## src/rtl/mem_arb_pkg.sv

```systemverilog
// Shared types and helpers for the two-master memory port arbiter.
// Master IDs are single bits so the outstanding-transaction queue stays narrow.
package mem_arb_pkg;

  typedef logic master_id_t;

  localparam master_id_t M_CACHE = 1'b0;
  localparam master_id_t M_AUX   = 1'b1;

  // Width of a counter that must hold every value from 0 to depth inclusive
  function automatic int count_width(input int depth);
    return $clog2(depth + 1);
  endfunction

endpackage

```

## src/rtl/arb_id_fifo.sv

```systemverilog
// Circular FIFO of master IDs for transactions that were granted but not yet answered.
// Push and pop may happen in the same cycle, including when the FIFO is full.
module arb_id_fifo
  import mem_arb_pkg::*;
#(
  parameter int DEPTH = 2
) (
  input  logic                          clk,
  input  logic                          rst_n,
  input  logic                          push,
  input  master_id_t                    push_id,
  input  logic                          pop,
  output logic                          full,
  output logic                          empty,
  output master_id_t                    head,
  output logic [count_width(DEPTH)-1:0] count
);

  localparam int PTR_W = (DEPTH > 1) ? $clog2(DEPTH) : 1;
  localparam int CNT_W = count_width(DEPTH);

  master_id_t       slots [DEPTH];
  logic [PTR_W-1:0] wr_ptr;
  logic [PTR_W-1:0] rd_ptr;
  logic             do_push;
  logic             do_pop;

  function automatic logic [PTR_W-1:0] next_ptr(input logic [PTR_W-1:0] p);
    return (p == PTR_W'(DEPTH - 1)) ? '0 : p + PTR_W'(1);
  endfunction

  // A pop in the same cycle frees the slot a full FIFO needs for the push
  assign do_pop  = pop && !empty;
  assign do_push = push && (!full || do_pop);

  assign full  = (count == CNT_W'(DEPTH));
  assign empty = (count == '0);
  assign head  = slots[rd_ptr];

  always_ff @(posedge clk or negedge rst_n) begin
    if (!rst_n) begin
      wr_ptr <= '0;
      rd_ptr <= '0;
      count  <= '0;
    end else begin
      if (do_push) wr_ptr <= next_ptr(wr_ptr);
      if (do_pop)  rd_ptr <= next_ptr(rd_ptr);
      case ({do_push, do_pop})
        2'b10:   count <= count + CNT_W'(1);
        2'b01:   count <= count - CNT_W'(1);
        default: count <= count;
      endcase
    end
  end

  always_ff @(posedge clk) begin
    if (do_push) slots[wr_ptr] <= push_id;
  end

endmodule

```

## src/rtl/mem_port_arbiter.sv

```systemverilog
// Shares one RI5CY-style data memory port between the cache miss path and an auxiliary
// requester, with zero added latency and in-order routing of responses back to their owners.
module mem_port_arbiter
  import mem_arb_pkg::*;
#(
  parameter int ADDR_WIDTH      = 16,
  parameter int DATA_WIDTH      = 32,
  parameter int MAX_OUTSTANDING = 2
) (
  input  logic                    clk,
  input  logic                    rst_n,
  input  logic                    m0_req_i,
  input  logic [ADDR_WIDTH-1:0]   m0_addr_i,
  input  logic                    m0_we_i,
  input  logic [DATA_WIDTH/8-1:0] m0_be_i,
  input  logic [DATA_WIDTH-1:0]   m0_wdata_i,
  output logic                    m0_gnt_o,
  output logic                    m0_rvalid_o,
  output logic [DATA_WIDTH-1:0]   m0_rdata_o,
  input  logic                    m1_req_i,
  input  logic [ADDR_WIDTH-1:0]   m1_addr_i,
  input  logic                    m1_we_i,
  input  logic [DATA_WIDTH/8-1:0] m1_be_i,
  input  logic [DATA_WIDTH-1:0]   m1_wdata_i,
  output logic                    m1_gnt_o,
  output logic                    m1_rvalid_o,
  output logic [DATA_WIDTH-1:0]   m1_rdata_o,
  output logic                    mem_req_o,
  output logic [ADDR_WIDTH-1:0]   mem_addr_o,
  output logic                    mem_we_o,
  output logic [DATA_WIDTH/8-1:0] mem_be_o,
  output logic [DATA_WIDTH-1:0]   mem_wdata_o,
  input  logic                    mem_gnt_i,
  input  logic                    mem_rvalid_i,
  input  logic [DATA_WIDTH-1:0]   mem_rdata_i,
  output logic                    err_o
);

  localparam int CNT_W = count_width(MAX_OUTSTANDING);

  logic             locked;
  master_id_t       sel;
  master_id_t       last;
  logic             err;

  master_id_t       winner;
  master_id_t       select;
  logic             req_active;
  logic             room;
  logic             push;
  logic             pop;
  logic             id_full;
  logic             id_empty;
  master_id_t       id_head;
  logic [CNT_W-1:0] id_count;

  arb_id_fifo #(
    .DEPTH (MAX_OUTSTANDING)
  ) u_id_fifo (
    .clk     (clk),
    .rst_n   (rst_n),
    .push    (push),
    .push_id (select),
    .pop     (pop),
    .full    (id_full),
    .empty   (id_empty),
    .head    (id_head),
    .count   (id_count)
  );

  // A response retiring this cycle makes room for a request in the same cycle
  assign pop  = mem_rvalid_i && !id_empty;
  assign room = !id_full || pop;

  assign winner = (m0_req_i && m1_req_i) ? ~last : (m0_req_i ? M_CACHE : M_AUX);

  // A locked request keeps the bus even when the queue is full: it was admitted with room
  always_comb begin
    select     = winner;
    req_active = 1'b0;
    if (locked) begin
      select     = sel;
      req_active = 1'b1;
    end else if ((m0_req_i || m1_req_i) && room) begin
      req_active = 1'b1;
    end
  end

  always_comb begin
    mem_addr_o  = '0;
    mem_we_o    = 1'b0;
    mem_be_o    = '0;
    mem_wdata_o = '0;
    if (req_active) begin
      if (select == M_AUX) begin
        mem_addr_o  = m1_addr_i;
        mem_we_o    = m1_we_i;
        mem_be_o    = m1_be_i;
        mem_wdata_o = m1_wdata_i;
      end else begin
        mem_addr_o  = m0_addr_i;
        mem_we_o    = m0_we_i;
        mem_be_o    = m0_be_i;
        mem_wdata_o = m0_wdata_i;
      end
    end
  end

  assign mem_req_o = req_active;
  assign push      = req_active && mem_gnt_i;
  assign m0_gnt_o  = push && (select == M_CACHE);
  assign m1_gnt_o  = push && (select == M_AUX);

  assign m0_rvalid_o = pop && (id_head == M_CACHE);
  assign m1_rvalid_o = pop && (id_head == M_AUX);
  assign m0_rdata_o  = m0_rvalid_o ? mem_rdata_i : '0;
  assign m1_rdata_o  = m1_rvalid_o ? mem_rdata_i : '0;
  assign err_o       = err;

  // last starts at M_AUX so the cache side wins the first contention after reset
  always_ff @(posedge clk or negedge rst_n) begin
    if (!rst_n) begin
      locked <= 1'b0;
      sel    <= M_CACHE;
      last   <= M_AUX;
      err    <= 1'b0;
    end else begin
      if (push) begin
        locked <= 1'b0;
        last   <= select;
      end else if (req_active) begin
        locked <= 1'b1;
        sel    <= select;
      end
      if (mem_rvalid_i && (id_count == '0)) err <= 1'b1;
    end
  end

endmodule

```

## config.mk

```make
export PLATFORM = sky130hd
export DESIGN_NAME = mem_port_arbiter
export DESIGN_NICKNAME = d
export VERILOG_FILES = /design/src/rtl/mem_arb_pkg.sv /design/src/rtl/arb_id_fifo.sv /design/src/rtl/mem_port_arbiter.sv
export SDC_FILE = /design/constraint.sdc
export NUM_CORES = 1
export LEC_CHECK = 0
export ABC_AREA = 0
export CAP_MARGIN = 10
export CELL_PAD_IN_SITES_DETAIL_PLACEMENT = 1
export CELL_PAD_IN_SITES_GLOBAL_PLACEMENT = 1
export CORE_MARGIN = 2
export CORE_UTILIZATION = 13
export DETAILED_ROUTE_END_ITERATION = 8
export HOLD_SLACK_MARGIN = 0.06
export MAX_ROUTING_LAYER = met4
export PLACE_DENSITY_LB_ADDON = 0.1
export SETUP_SLACK_MARGIN = 0.15
export SLEW_MARGIN = 15
export SYNTH_ARGS = -nofsm -noshare
export SYNTH_HDL_FRONTEND = slang
export SYNTH_SLANG_ARGS = --single-unit
```

## constraint.sdc

```tcl
create_clock -name clk -period 4.1 [get_ports clk]
set_clock_uncertainty 0.15 [all_clocks]
set_input_delay 1.025 -clock clk [delete_from_list [all_inputs] [get_ports clk]]
set_output_delay 1.025 -clock clk [all_outputs]
set_load 0.01 [all_outputs]
```

# Yosys cells after proc, flatten, opt, wreduce, memory -nomap -nowiden
# Memories as Yosys holds them, arrays and structs flattened.
# Index checks and enable logic that the tools add are counted.
[word_totals]
ram_bits = 2
in_bits = 144
latchBits = 0
ff_bits = 8
memories = 1
rom_bits = 0
[op_classes]
shift = 0
n_bitwise = 4
n_lt_le_gt_ge = 0
n_reduce_logical = 20
muxes = 22
div_mod_pow = 0
n_mul = 0
addsub = 4
n_eq_ne = 3
[mem_list]
columns = ["name", "depth", "word_bits", "rd", "rd_ports_with_merged_regs", "wr", "line", "rtl"]
rows = [
  ["u_id_fifo.slots", 2, 1, 1, 0, 1, "arb_id_fifo.sv:22", "master_id_t slots [DEPTH];"],
]
[op_table]
columns = ["operator", "n"]
rows = [
  ["$mux 32", 4],
  ["$mux 16", 2],
  ["$mux 1", 13],
  ["$logic_and 1x1->1", 11],
  ["$mux 4", 2],
  ["$eq 2x2->1 const B", 2],
  ["$not 1->1", 4],
  ["$pmux 2 s2", 1],
  ["$reduce_bool 2->1", 2],
  ["$logic_or 1x1->1", 3],
  ["$add 1x1->1 const B", 2],
  ["$add 2x1->2 const B", 1],
  ["$eq 2x1->1 const B", 1],
  ["$logic_not 1->1", 2],
  ["$logic_not 2->1", 1],
  ["$reduce_and 2->1", 1],
  ["$sub 2x1->2 const B", 1],
]

# Logic depth before layout (Yosys ltp)
[logic_depth]
ltp_word = 11
depth_mapped = 9

# By module
# Synthesis repeated with hierarchy kept, for this count alone.
[hier_totals]
hier_cells = 302
area_unflattened_um2 = 1717.9
[by_module_without_submodules]
columns = ["module", "cells_per_inst", "seq_area_each_um2", "area_each_um2", "n_inst"]
rows = [
  ["mem_port_arbiter", 275, 101.3, 1423.9, 1],
  ["arb_id_fifo", 27, 160.2, 294.0, 1],
]

# Worst setup path after synthesis
# Ideal clock, no wire load.
[synth_path]
path_type = "input to output"
startpoint = "in m1_req_i"
endpoint = "out mem_addr_o[0]"
arrival_ns = 1.968
stages = 7
path_slack_ns = 0.957
n_path_buf = 2
path_cell_list = "nor2b_1 -> o22ai_2 -> inv_2 -> buf_2 -> buf_4 -> nand2_1 -> a21oi_1"
[synth_via]
elab_chain_len = 5
[synth_lines]
columns = ["item", "line", "rtl"]
rows = [
  ["start, declared", "mem_port_arbiter.sv:20", "input logic m1_req_i,"],
  ["$logic_and 1x1->1 or $logic_or 1x1->1 (tied branches)", "mem_port_arbiter.sv:75, mem_port_arbiter.sv:84", ""],
  ["$mux 1 or $logic_and 1x1->1 (tied branches)", "mem_port_arbiter.sv:75, mem_port_arbiter.sv:84", ""],
  ["$mux 1, on equally long branches", "mem_port_arbiter.sv:81, mem_port_arbiter.sv:84", ""],
  ["$mux 16 or $mux 1 (tied branches)", "mem_port_arbiter.sv:95, mem_port_arbiter.sv:81", ""],
  ["$mux 16 *", "mem_port_arbiter.sv:94", "if (req_active) begin"],
  ["end, declared", "mem_port_arbiter.sv:29", "output logic [ADDR_WIDTH-1:0] mem_addr_o,"],
]
# Every way passes the cells marked *; elsewhere a longest branch is shown, timed or not.

# Worst setup path after layout
[layout_path]
startpoint = "in m1_req_i"
endpoint = "out mem_addr_o[1]"
# The elaborated chain is that of the path after synthesis.

==> results <==
- The flow ran to the end, and the final reports show no timing, DRC or antenna violations.
- The largest single stage delay on the critical path is about 0.49 ns.
- The overflow left after global routing is 0.
- The first global-routing pass estimated approximately 16 mm of wire.
- The floorplan step defined a die boundary enclosing 0.01376 mm2.
- The number of distinct library cells after synthesis is 29.
- The final layout contains routed wiring with a total length of 10.73 mm.
- The number of register bits inferred by synthesis is 10.
- The maximum number of pins on one net before global-route repair is 41.
- The number of buffers and inverters on the critical path is 4.
- After legalization and detailed placement, the total HPWL measured 8.359 mm.
- The iteration-0 DRC count of the detailed router is 71.
- In this run the tightest slew margin relative to its limit is 0.7280.
- The kind of cell with the highest combined delay along the critical path is buffers and inverters.
- The largest driver fanout on the critical path is 36.
- 0 antenna diodes ended up in the layout.
- The clock latency on the worst-skew pair is between 0.2 and 0.25 ns.
- The die outline height is 117.3 um.
- Clock-pin slew was measured on the worst setup and hold paths at approximately 0.04 ns.
- At the end of the flow the core is filled with cells to 0.3734.
- After detailed routing, the number of remaining DRC violations is 0.
- The synthesized instance count is 289.
- The number of vias after detailed routing is 2916.
- Detailed routing placed a total of 5.610 mm of wire on met2.
- The cts-stage hold buffer count is 0.
- The area of all placed cells without fillers is 0.004693 mm2.
- For this run, the number of Yosys warnings is 0.
- For this run, the post-layout net count is 696.
- Setup repair after global routing could not meet its margin everywhere.
- The startpoint-to-endpoint class of the critical path is primary input to output port.
- The die is about 120 um wide.
- Of the available clock period, the critical path in the final layout requires 0.9302.
- The path class of the tightest hold or removal check is register to register.
- After detailed routing, the met3 layer carries 810 um of wire.
- The worst setup path is launched from a primary input.
- Across the VDD grid, the largest voltage drop is 129.9 uV.
- For this design, the sink count on the clock tree is 10.
- TritonCTS built the clock tree.
- The synthesized net count is 434.
- The routed wire length per instance is 14.86 um.
- Across every metal layer, demand over resource in global routing totals 0.1540.
- After detailed routing, the wire length on met1 is 4.215 mm.
- Summing all placed instances gives a cell area of about 0.0046 mm2.
- Setup violations remaining at the end of the flow were counted as 0.
- The number of buffers added by the clock tree synthesis step is 3.
- The buffer type at the clock tree root is sky130_fd_sc_hd__clkbuf_16.
- Traced cell by cell, the critical path runs through clkdlybuf4s50_1, nor2b_4, o22ai_4, inv_2, buf_12, nand2_1, a21oi_1, dlygate4sd2_1.
- Prior to clock tree synthesis, the placed netlist has a worst setup slack of -0.1365 ns.
- The effective utilization at floorplan is 0.1328.
- The shortest period the worst path allows is 3.814 ns.
- Of the cells placed in the final design, the portion with a size suffix greater than 1 is 0.05455.
- The number of filler cells placed in the layout is ~1600.
- The slowest stage of the critical path is the sky130_fd_sc_hd__clkdlybuf4s50_1 cell.
- From synthesis to final layout, the design area changed by 181.2%.
- The worst path arrival time is 2.64 ns.
- The routed via count divided by cell count is 4.039.
- The endpoint required time on the critical path is 2.92 ns.
- The number of rows in the core area is 41.
- The static leakage is 2.047 nW.
- The capturing element type of the critical path is an output port.
- The transition at the pin with the smallest max-transition slack is around 0.41 ns.
- Max-cap violations in this run came to 0.
- The synthesized area per cell is about 5.8 um2.
- After detailed routing, no signal wire sits above met4.
- In this run the number of H-tree levels came out at 1.
- The number of antenna violations at the first check in global routing is 0.
- The number of global-route vias before repair is ~3100.
- In this run the power density over the cells is 383.1 mW/mm2.
- Across all setup checks in the final design, the least slack found is 0.2861 ns.
- The maximum clock insertion buffer count is 2.
- The number of hold violations in the final report is 0.
- The mapped cell area is 0.001669 mm2.
- Of the synthesized area, sequential elements account for 0.1567.
- In this run the remaining antenna-violating nets after routing total 0.
- The I/O pin total is around 270.
- The peak clock frequency supported by timing is 0.2622 GHz.
- The first TritonRoute pass finished after 4 iterations.
- The core outline area is 0.01257 mm2.
- The max-slew violation count is 0.
- The total power consumption of the routed design is ~1.8 mW.
- The routability-driven placement congestion ratio is between 0.7 and 0.8.
- In this run the tool buffered the top-level ports with between 200 and 300 buffer cells.
-- report_power, final --
group          internal, mW  switching [mW]
logic                 0.773           0.665
clock network         0.128          0.0497
registers             0.145          0.0363
total                  1.05           0.751
-- through the flow --
step	setup TNS, ns	instances	hold WS, ns
2_1_floorplan	0	289	0.3179
3_3_place_gp	-0.2451	713	0.3042
3_5_place_dp	-2.560	713	0.3120
4_1_cts	0	722	0.3191
5_1_grt	0	722	0.3422
6_report	0	722	0.3069
-- routing by layer --
| metal | GRT usage | vias up |
|---|---|---|
| met3 | 0.03599 | 5 |
| li1 | - | 1433 |
| met2 | 0.2957 | 156 |
| met1 | 0.1581 | 1322 |
| met4 | 0.03389 | 0 |
| met5 | - | - |
-- worst paths after layout --
kind,from,to,slack (ns),cells after the start
worst max-delay path,m1_req_i,mem_addr_o[1],0.29,8
worst min register to register,err_o,err_o,0.31,1
worst min-delay path,err_o,err_o,0.31,1
max in group asynchronous,rst_n,last,2.55,1
min in group asynchronous,rst_n,sel,0.93,1
worst max register to register,u_id_fifo.count[0],u_id_fifo.count[1],2.06,7
-- cells in the mapped netlist --
| master | n | area (um2) |
|---|---|---|
| sky130_fd_sc_hd__nor2_1 | 8 | 30.03 |
| sky130_fd_sc_hd__inv_2 | 2 | 7.510 |
| sky130_fd_sc_hd__buf_4 | 3 | 22.52 |
| sky130_fd_sc_hd__mux2i_1 | 1 | 10.01 |
| sky130_fd_sc_hd__o22ai_2 | 1 | 12.51 |
| sky130_fd_sc_hd__mux2_1 | 2 | 22.52 |
| sky130_fd_sc_hd__ha_1 | 1 | 12.51 |
| sky130_fd_sc_hd__clkbuf_1 | 6 | 22.52 |
| sky130_fd_sc_hd__o21ai_1 | 1 | 5.000 |
| sky130_fd_sc_hd__nand2_1 | 106 | 397.9 |
| sky130_fd_sc_hd__inv_1 | 2 | 7.510 |
| sky130_fd_sc_hd__dfstp_2 | 1 | 26.28 |
| sky130_fd_sc_hd__a21o_1 | 1 | 7.510 |
| sky130_fd_sc_hd__xnor2_1 | 4 | 35.03 |
| sky130_fd_sc_hd__nand2_2 | 1 | 6.260 |
| sky130_fd_sc_hd__nand3b_1 | 1 | 7.510 |
| sky130_fd_sc_hd__dfrtp_1 | 7 | 175.2 |
| sky130_fd_sc_hd__and2_1 | 64 | 400.4 |
| sky130_fd_sc_hd__a21oi_1 | 53 | 265.3 |
| sky130_fd_sc_hd__clkinv_2 | 1 | 5.000 |
| sky130_fd_sc_hd__xor2_1 | 1 | 8.760 |
| sky130_fd_sc_hd__nor3b_2 | 1 | 12.51 |
| sky130_fd_sc_hd__buf_6 | 1 | 11.26 |
| sky130_fd_sc_hd__o21a_1 | 1 | 7.510 |
| sky130_fd_sc_hd__nand2b_1 | 1 | 6.260 |
| sky130_fd_sc_hd__edfxtp_1 | 2 | 60.06 |
| sky130_fd_sc_hd__nor2_2 | 1 | 6.260 |
| sky130_fd_sc_hd__nor2b_1 | 2 | 12.51 |
| sky130_fd_sc_hd__buf_2 | 13 | 65.06 |
-- cell type report --
type                            instances  area (um2)  area share
Clock inverter                          1       3.754   0.0007998
Inverter                                5       20.02    0.004266
Clock buffer                            3       75.07     0.01600
Sequential cell                        10       261.5     0.05572
Timing Repair Buffer                  280        2826      0.6022
Tap cell                              172       215.2     0.04585
Multi-Input combinational cell        251        1291      0.2751
-- kinds of logic (layout without fill, tap and decap cells) --
logic type / after synthesis / count (layout) / share of synthesized area
muxes: 3 / 3 / 0.01949
and+or+nand+nor: 185 / 185 / 0.5270
DFF: 10 / 10 / 0.1567
adders and majority gates: 1 / 1 / 0.007495
AOI/OAI and AO/OA: 57 / 57 / 0.1784
buffers and inverters: 28 / 289 / 0.08470
xor gates and xnor gates: 5 / 5 / 0.02624
-- worst reg2reg max path, stage by stage (launching register included) --
cell                       delay, ns
sky130_fd_sc_hd__dfrtp_1        0.44
sky130_fd_sc_hd__nor3b_2        0.28
sky130_fd_sc_hd__o21a_2         0.23
sky130_fd_sc_hd__clkinv_2       0.09
sky130_fd_sc_hd__nand3b_1       0.19
sky130_fd_sc_hd__ha_1           0.29
sky130_fd_sc_hd__nor2_1         0.14
sky130_fd_sc_hd__xor2_1         0.15
-- cell usage in the layout, fill, tap and decap left out, types with 3 or more instances in the layout --
| master | n |
|---|---|
| sky130_fd_sc_hd__xnor2_1 | 4 |
| sky130_fd_sc_hd__dlygate4sd2_1 | 65 |
| sky130_fd_sc_hd__dfrtp_1 | 7 |
| sky130_fd_sc_hd__buf_12 | 6 |
| sky130_fd_sc_hd__clkbuf_16 | 3 |
| sky130_fd_sc_hd__nor2_1 | 7 |
| sky130_fd_sc_hd__and2_1 | 64 |
| sky130_fd_sc_hd__nand2_1 | 106 |
| sky130_fd_sc_hd__a21oi_1 | 53 |
| sky130_fd_sc_hd__clkdlybuf4s50_1 | 201 |
| sky130_fd_sc_hd__buf_4 | 5 |
-- state kept, by name (all words and copies together), names as in the netlist --
signal / cells
locked: 1
sel: 1
u_id_fifo.wr_ptr: 1
u_id_fifo.count: 2
last: 1
err_o: 1
u_id_fifo.slots: 2
u_id_fifo.rd_ptr: 1
-- what timing repair did --
action / in CTS / in global routing
resized for setup: 72 / 0
gates cloned: 3 / 0
setup buffers: 2 / 0
endpoints found under the setup margin: 107 / 1
Note: power is estimated with default switching activity, not from simulation.
==> patch 1: new RTL, same flow settings <==
Put one more register stage on the output `err_o`, cleared by the reset. The value now appears one clock later. The other outputs are not delayed to match.
--- a/src/rtl/mem_port_arbiter.sv
+++ b/src/rtl/mem_port_arbiter.sv
@@ -117,3 +117,9 @@
   assign m1_rdata_o  = m1_rvalid_o ? mem_rdata_i : '0;
-  assign err_o       = err;
+  always_ff @(posedge clk or negedge rst_n) begin
+    if (!rst_n) begin
+      err_o <= '0;
+    end else begin
+      err_o <= err;
+    end
+  end
 
Behaviour: not the same (a bounded check fails within 4 cycles, from zero or initial values and one cycle with rst_n low).
==> patch 1 against the unedited design <==
Sequential share of layout area is 0.51 points higher; area after synthesis rose by 1.5%; routed wire length up 0.66%; sequential cell count grew 1; utilization fell by 0.13 points; cell area up 0.45%; setup slack lost 29 ps; total power decreased by 0.67%; synthesized cell count rose by 0.35%.
==> patch 1: results (changes against the unedited design) <==
Critical path
  – WP data arrival: 2670 ps (+30 ps)
  – Crit path from: m0_req_i
  – CP endpoint: mem_addr_o[15]
  – Flop-to-flop setup slack: 2030 ps (-30 ps)
  – Worst Path Max Fanout: 39 (+8.3%)

Final layout
  – Final Net Count: 696 (unchanged)
  – Clkbuf count: 4 (+1)
  – Storage cell area: 287 um^2 (+9.6%)
  – Inverter count: 5 (unchanged)
  – Post-route cell area: 4710 um^2 (+0.45%)
  – ANT cells: 0 (unchanged)
  – Buffering overhead: 0.597 (-0.00511)
  – Largest regs: u_id_fifo.count (2), u_id_fifo.slots (2)
  – Buffers, non-clock: 279 (-0.36%)
  – Multi-input gate area: 1300 um^2 (+0.39%)
  – ClkCell Share: 0.0167 (-0.0000758)
  – Fill count: 1622 (+3.9%)

Yosys
  – Register area share after synthesis: 0.169 (+0.0125)
  – Number of flops mapped to enable cells by yosys: 2 (unchanged)
  – Ys Warns: 0 (unchanged)
  – Post-synth top cells: 106 x nand2_1, 64 x and2_1, 53 x a21oi_1, 13 x buf_2
  – Top cells by area, synth: and2_1 24%, nand2_1 23%, a21oi_1 16%, dfrtp_1 12%, buf_2 3.8%
  – Ys async rst share: 0.818 (+0.0182)
  – Number of synthesized register bits: 11 (+1)
  – Mean post-synth cell area: 5.84 um^2 (+1.1%)
  – Net Count, Synth: 435 (+0.23%)

Worst hold path
  – Worst hold path class: register to register
  – Hold endpoint: err_o
  – Hold Crit Start: err
  – Hold depth: 0 (-1)

Route
  – Initial DRC count: 113 (+59%)
  – Final WL: 10.8 mm (+0.66%)
  – Routed vias/inst: 4.01 (-0.79%)
  – Detailed-route via count: 2893 (-0.79%)

Power
  – Int Power: 1.05 mW (+0.69%)
  – Leak pwr: 2.06 nW (+0.82%)
  – Tot Pwr: 1.79 mW (-0.67%)
  – Group drawing the most power: combinational logic
  – Logic pwr share: 0.795 (-0.005)
  – Clk pwr: 0.174 mW (-2%)
  – Maximum vdd drop: 0.165 mV (+27%)

STA
  – WHS: 233 ps (-74.0 ps)
  – Period utilisation layout: 0.937 (+0.00702)
  – Least-Margin Pin Slew: 452 ps (+45.6 ps)

Global route
  – Largest net degree at the start of global routing: 40 (-2.4%)
  – First-pass GRT wire length: 15.7 mm (-4.6%)
  – Number of global-route vias before repair: 2974 (-2.9%)
  – GR Util All Layers: 0.145 (-0.00911)

CTS
  – Post-cts sizing count: 55 (-24%)
  – Cts bufs inserted: 3 (unchanged)
  – Post-CTS Setup Bufs: 0 (-2)

Die
  – Die Wd: 118 um (+0.72%)

Placed design
  – Setup slack at placement: -74.6 ps (+61.8 ps)
  – Placed cell areas: 4620 um^2 (+1.3%)
  – Final Wtd Congestion: 0.739 (-1.8%)
  – Total placed cells including tap cells: 717 (+0.56%)
  – Post-DP HPWL: 8.94 mm (+6.9%)

Status
  – Outcome: finished, final reports clean
## patch 1: cell types whose count changed after synthesis
cell / before / now
dfrtp_1: 7 / 8
## patch 1: layer usage
layer,GRT usage,part of all wire
met1,0.151,0.38
met2,0.269,0.51
met3,0.0521,0.11
met4,0.0158,0.0025
met5,-,0
## patch 1: logic make-up (layout without fill, tap and decap cells)
logic type / after synthesis / count (layout) / synth area share
AO/OA/AOI/OAI: 57 / 57 / 0.176
XOR/XNOR: 5 / 5 / 0.0258
adder cells (fa/ha/maj): 1 / 1 / 0.00738
buffers and inverters: 28 / 288 / 0.0835
flip-flops: 11 / 11 / 0.169
multiplexers: 3 / 3 / 0.0192
AND/OR/NAND/NOR: 185 / 185 / 0.519
## patch 1: worst max-delay path, stage by stage
cell and delay, ps:
clkdlybuf4s50_1 480, nand2b_1 100, o22ai_4 240, buf_12 240, nand2_1 100, a21oi_1 180, dlygate4sd2_1 290
==> patch 2: new RTL, config.mk and constraints unchanged <==
Made on the original files. The parameter `MAX_OUTSTANDING` goes from 2 to 4.
--- a/src/rtl/mem_port_arbiter.sv
+++ b/src/rtl/mem_port_arbiter.sv
@@ -7,3 +7,3 @@
   parameter int DATA_WIDTH      = 32,
-  parameter int MAX_OUTSTANDING = 2
+  parameter int MAX_OUTSTANDING = 4
 ) (
Function: changed (a bounded check fails within 4 cycles, from zero or initial values and one cycle with rst_n low).
==> patch 2 against the unedited design <==
Cell area increased by 12%; sequential cell count is 5 higher; total power rose by 21%; via count grew 16%; setup slack got worse by 65 ps; cell count grew 16%; combinational power is 19% higher; non-clock buffer count increased by 13; routed wire length rose by 18%; area after synthesis increased by 22%; critical endpoint is now m0_gnt_o; largest power group unchanged.
==> patch 2: results (changes against the unedited design) <==
Yosys
  – Post-synth top cells: 143 x nand2_1, 53 x a21oi_1, 39 x nor2_1, 33 x and3_1, 28 x clkbuf_1
  – Ys async rst share: 0.733 (-0.0667)
  – Top cells by area, synth: nand2_1 26%, a21oi_1 13%, dfrtp_1 12%, and3_1 10%, nor2_1 7.2%
  – Net Count, Synth: 509 (+17%)
  – Number of flops mapped to enable cells by yosys: 4 (+2)
  – Post-synth cell types: 31 (+6.9%)
  – Mapped Cells: 358 (+24%)
  – Register area share after synthesis: 0.195 (+0.0380)

Placed design
  – Final Wtd Congestion: 0.780 (+3.7%)
  – Total placed cells including tap cells: 820 (+15%)
  – Setup slack at placement: -160 ps (-23.6 ps)
  – Placed cell areas: 5040 um^2 (+10%)
  – Post-DP HPWL: 9.60 mm (+15%)

Critical path
  – WP data arrival: 2700 ps (+60 ps)
  – Worst Path Max Fanout: 3 (-92%)
  – Crit-path max cell delay: 460 ps (-30 ps)

Route
  – Final WL: 12.6 mm (+18%)
  – Detailed-route via count: 3374 (+16%)
  – Met1 wire length: 4.50 mm (+6.8%)
  – Routed vias/inst: 4.04 (about the same)
  – Routed wl met2: 6.78 mm (+21%)
  – DR WL met3: 1.27 mm (+57%)
  – Initial DRC count: 69 (-2.8%)

Global route
  – Largest net degree at the start of global routing: 67 (+63%)
  – First-pass GRT wire length: 18.5 mm (+12%)
  – GR Util All Layers: 0.143 (-0.0113)
  – Met2 Use GR: 0.268 (-0.0273)
  – Number of global-route vias before repair: 3478 (+14%)
  – Met3 usage: 0.0520 (+0.0160)
  – GRT met1 Usage: 0.147 (-0.0115)

Power
  – Leak pwr: 2.47 nW (+21%)
  – Maximum vdd drop: 0.217 mV (+67%)

STA
  – Least-Margin Pin Slew: 1030 ps (+626 ps)

Status
  – Outcome: finished, final reports clean

Final layout
  – Syn-to-layout area delta: 157%
  – Layout cells sized above 1: 0.112 (+0.0576)
  – Final Net Count: 776 (+11%)
  – Largest regs: u_id_fifo.slots (4), u_id_fifo.count (3)

CTS
  – Post-cts sizing count: 64 (-11%)
  – Post-CTS Setup Bufs: 6 (+4)
==> patch 2: path summary, 6_finish.rpt <==
kind	from	endpoint	slack [ps]	cells past startpoint
worst max-delay path	m1_req_i	m0_gnt_o	220	10
worst min-delay path	err_o	err_o	320	1
worst max register to register	u_id_fifo.count[0]	u_id_fifo.count[2]	950	15
worst min register to register	err_o	err_o	320	1
max in group asynchronous	rst_n	last	2450	1
min in group asynchronous	rst_n	u_id_fifo.count[2]	980	1
==> patch 2: where the power goes <==
part | switching [mW] | internal [mW]
registers | 0.0525 | 0.216
logic | 0.829 | 0.881
clock network | 0.0606 | 0.131
total | 0.942 | 1.23
==> patch 2: area by class of cell <==
class | count | area share
Sequential cell | 15 | 0.0757
Timing Repair Buffer | 293 | 0.562
Multi-Input combinational cell | 303 | 0.290
Tap cell | 211 | 0.0504
Clock inverter | 1 | 0.00143
Clock buffer | 3 | 0.0143
Inverter | 9 | 0.00645
==> patch 2: cells by family (layout without fill, tap and decap cells) <==
logic type | count (synthesis) | count (layout) | synth area share
AO/OA/AOI/OAI | 60 | 60 | 0.158
XOR/XNOR | 3 | 3 | 0.0129
adder cells (fa/ha/maj) | 7 | 7 | 0.0467
buffers and inverters | 40 | 306 | 0.0743
flip-flops | 15 | 15 | 0.195
multiplexers | 4 | 4 | 0.0313
AND/OR/NAND/NOR | 229 | 229 | 0.482
==> patch 2: worst reg2reg max path, stage by stage, from the launching register on <==
cell and delay (ps):
dfrtp_1 420, or4b_4 580, a21oi_4 180, buf_12 120
buf_4 120, buf_6 90, inv_2 40, buf_4 130
and3_1 190, inv_1 60, ha_1 160, inv_1 60
fa_1 370, xor2_1 150, nor2_1 110, xor2_1 160
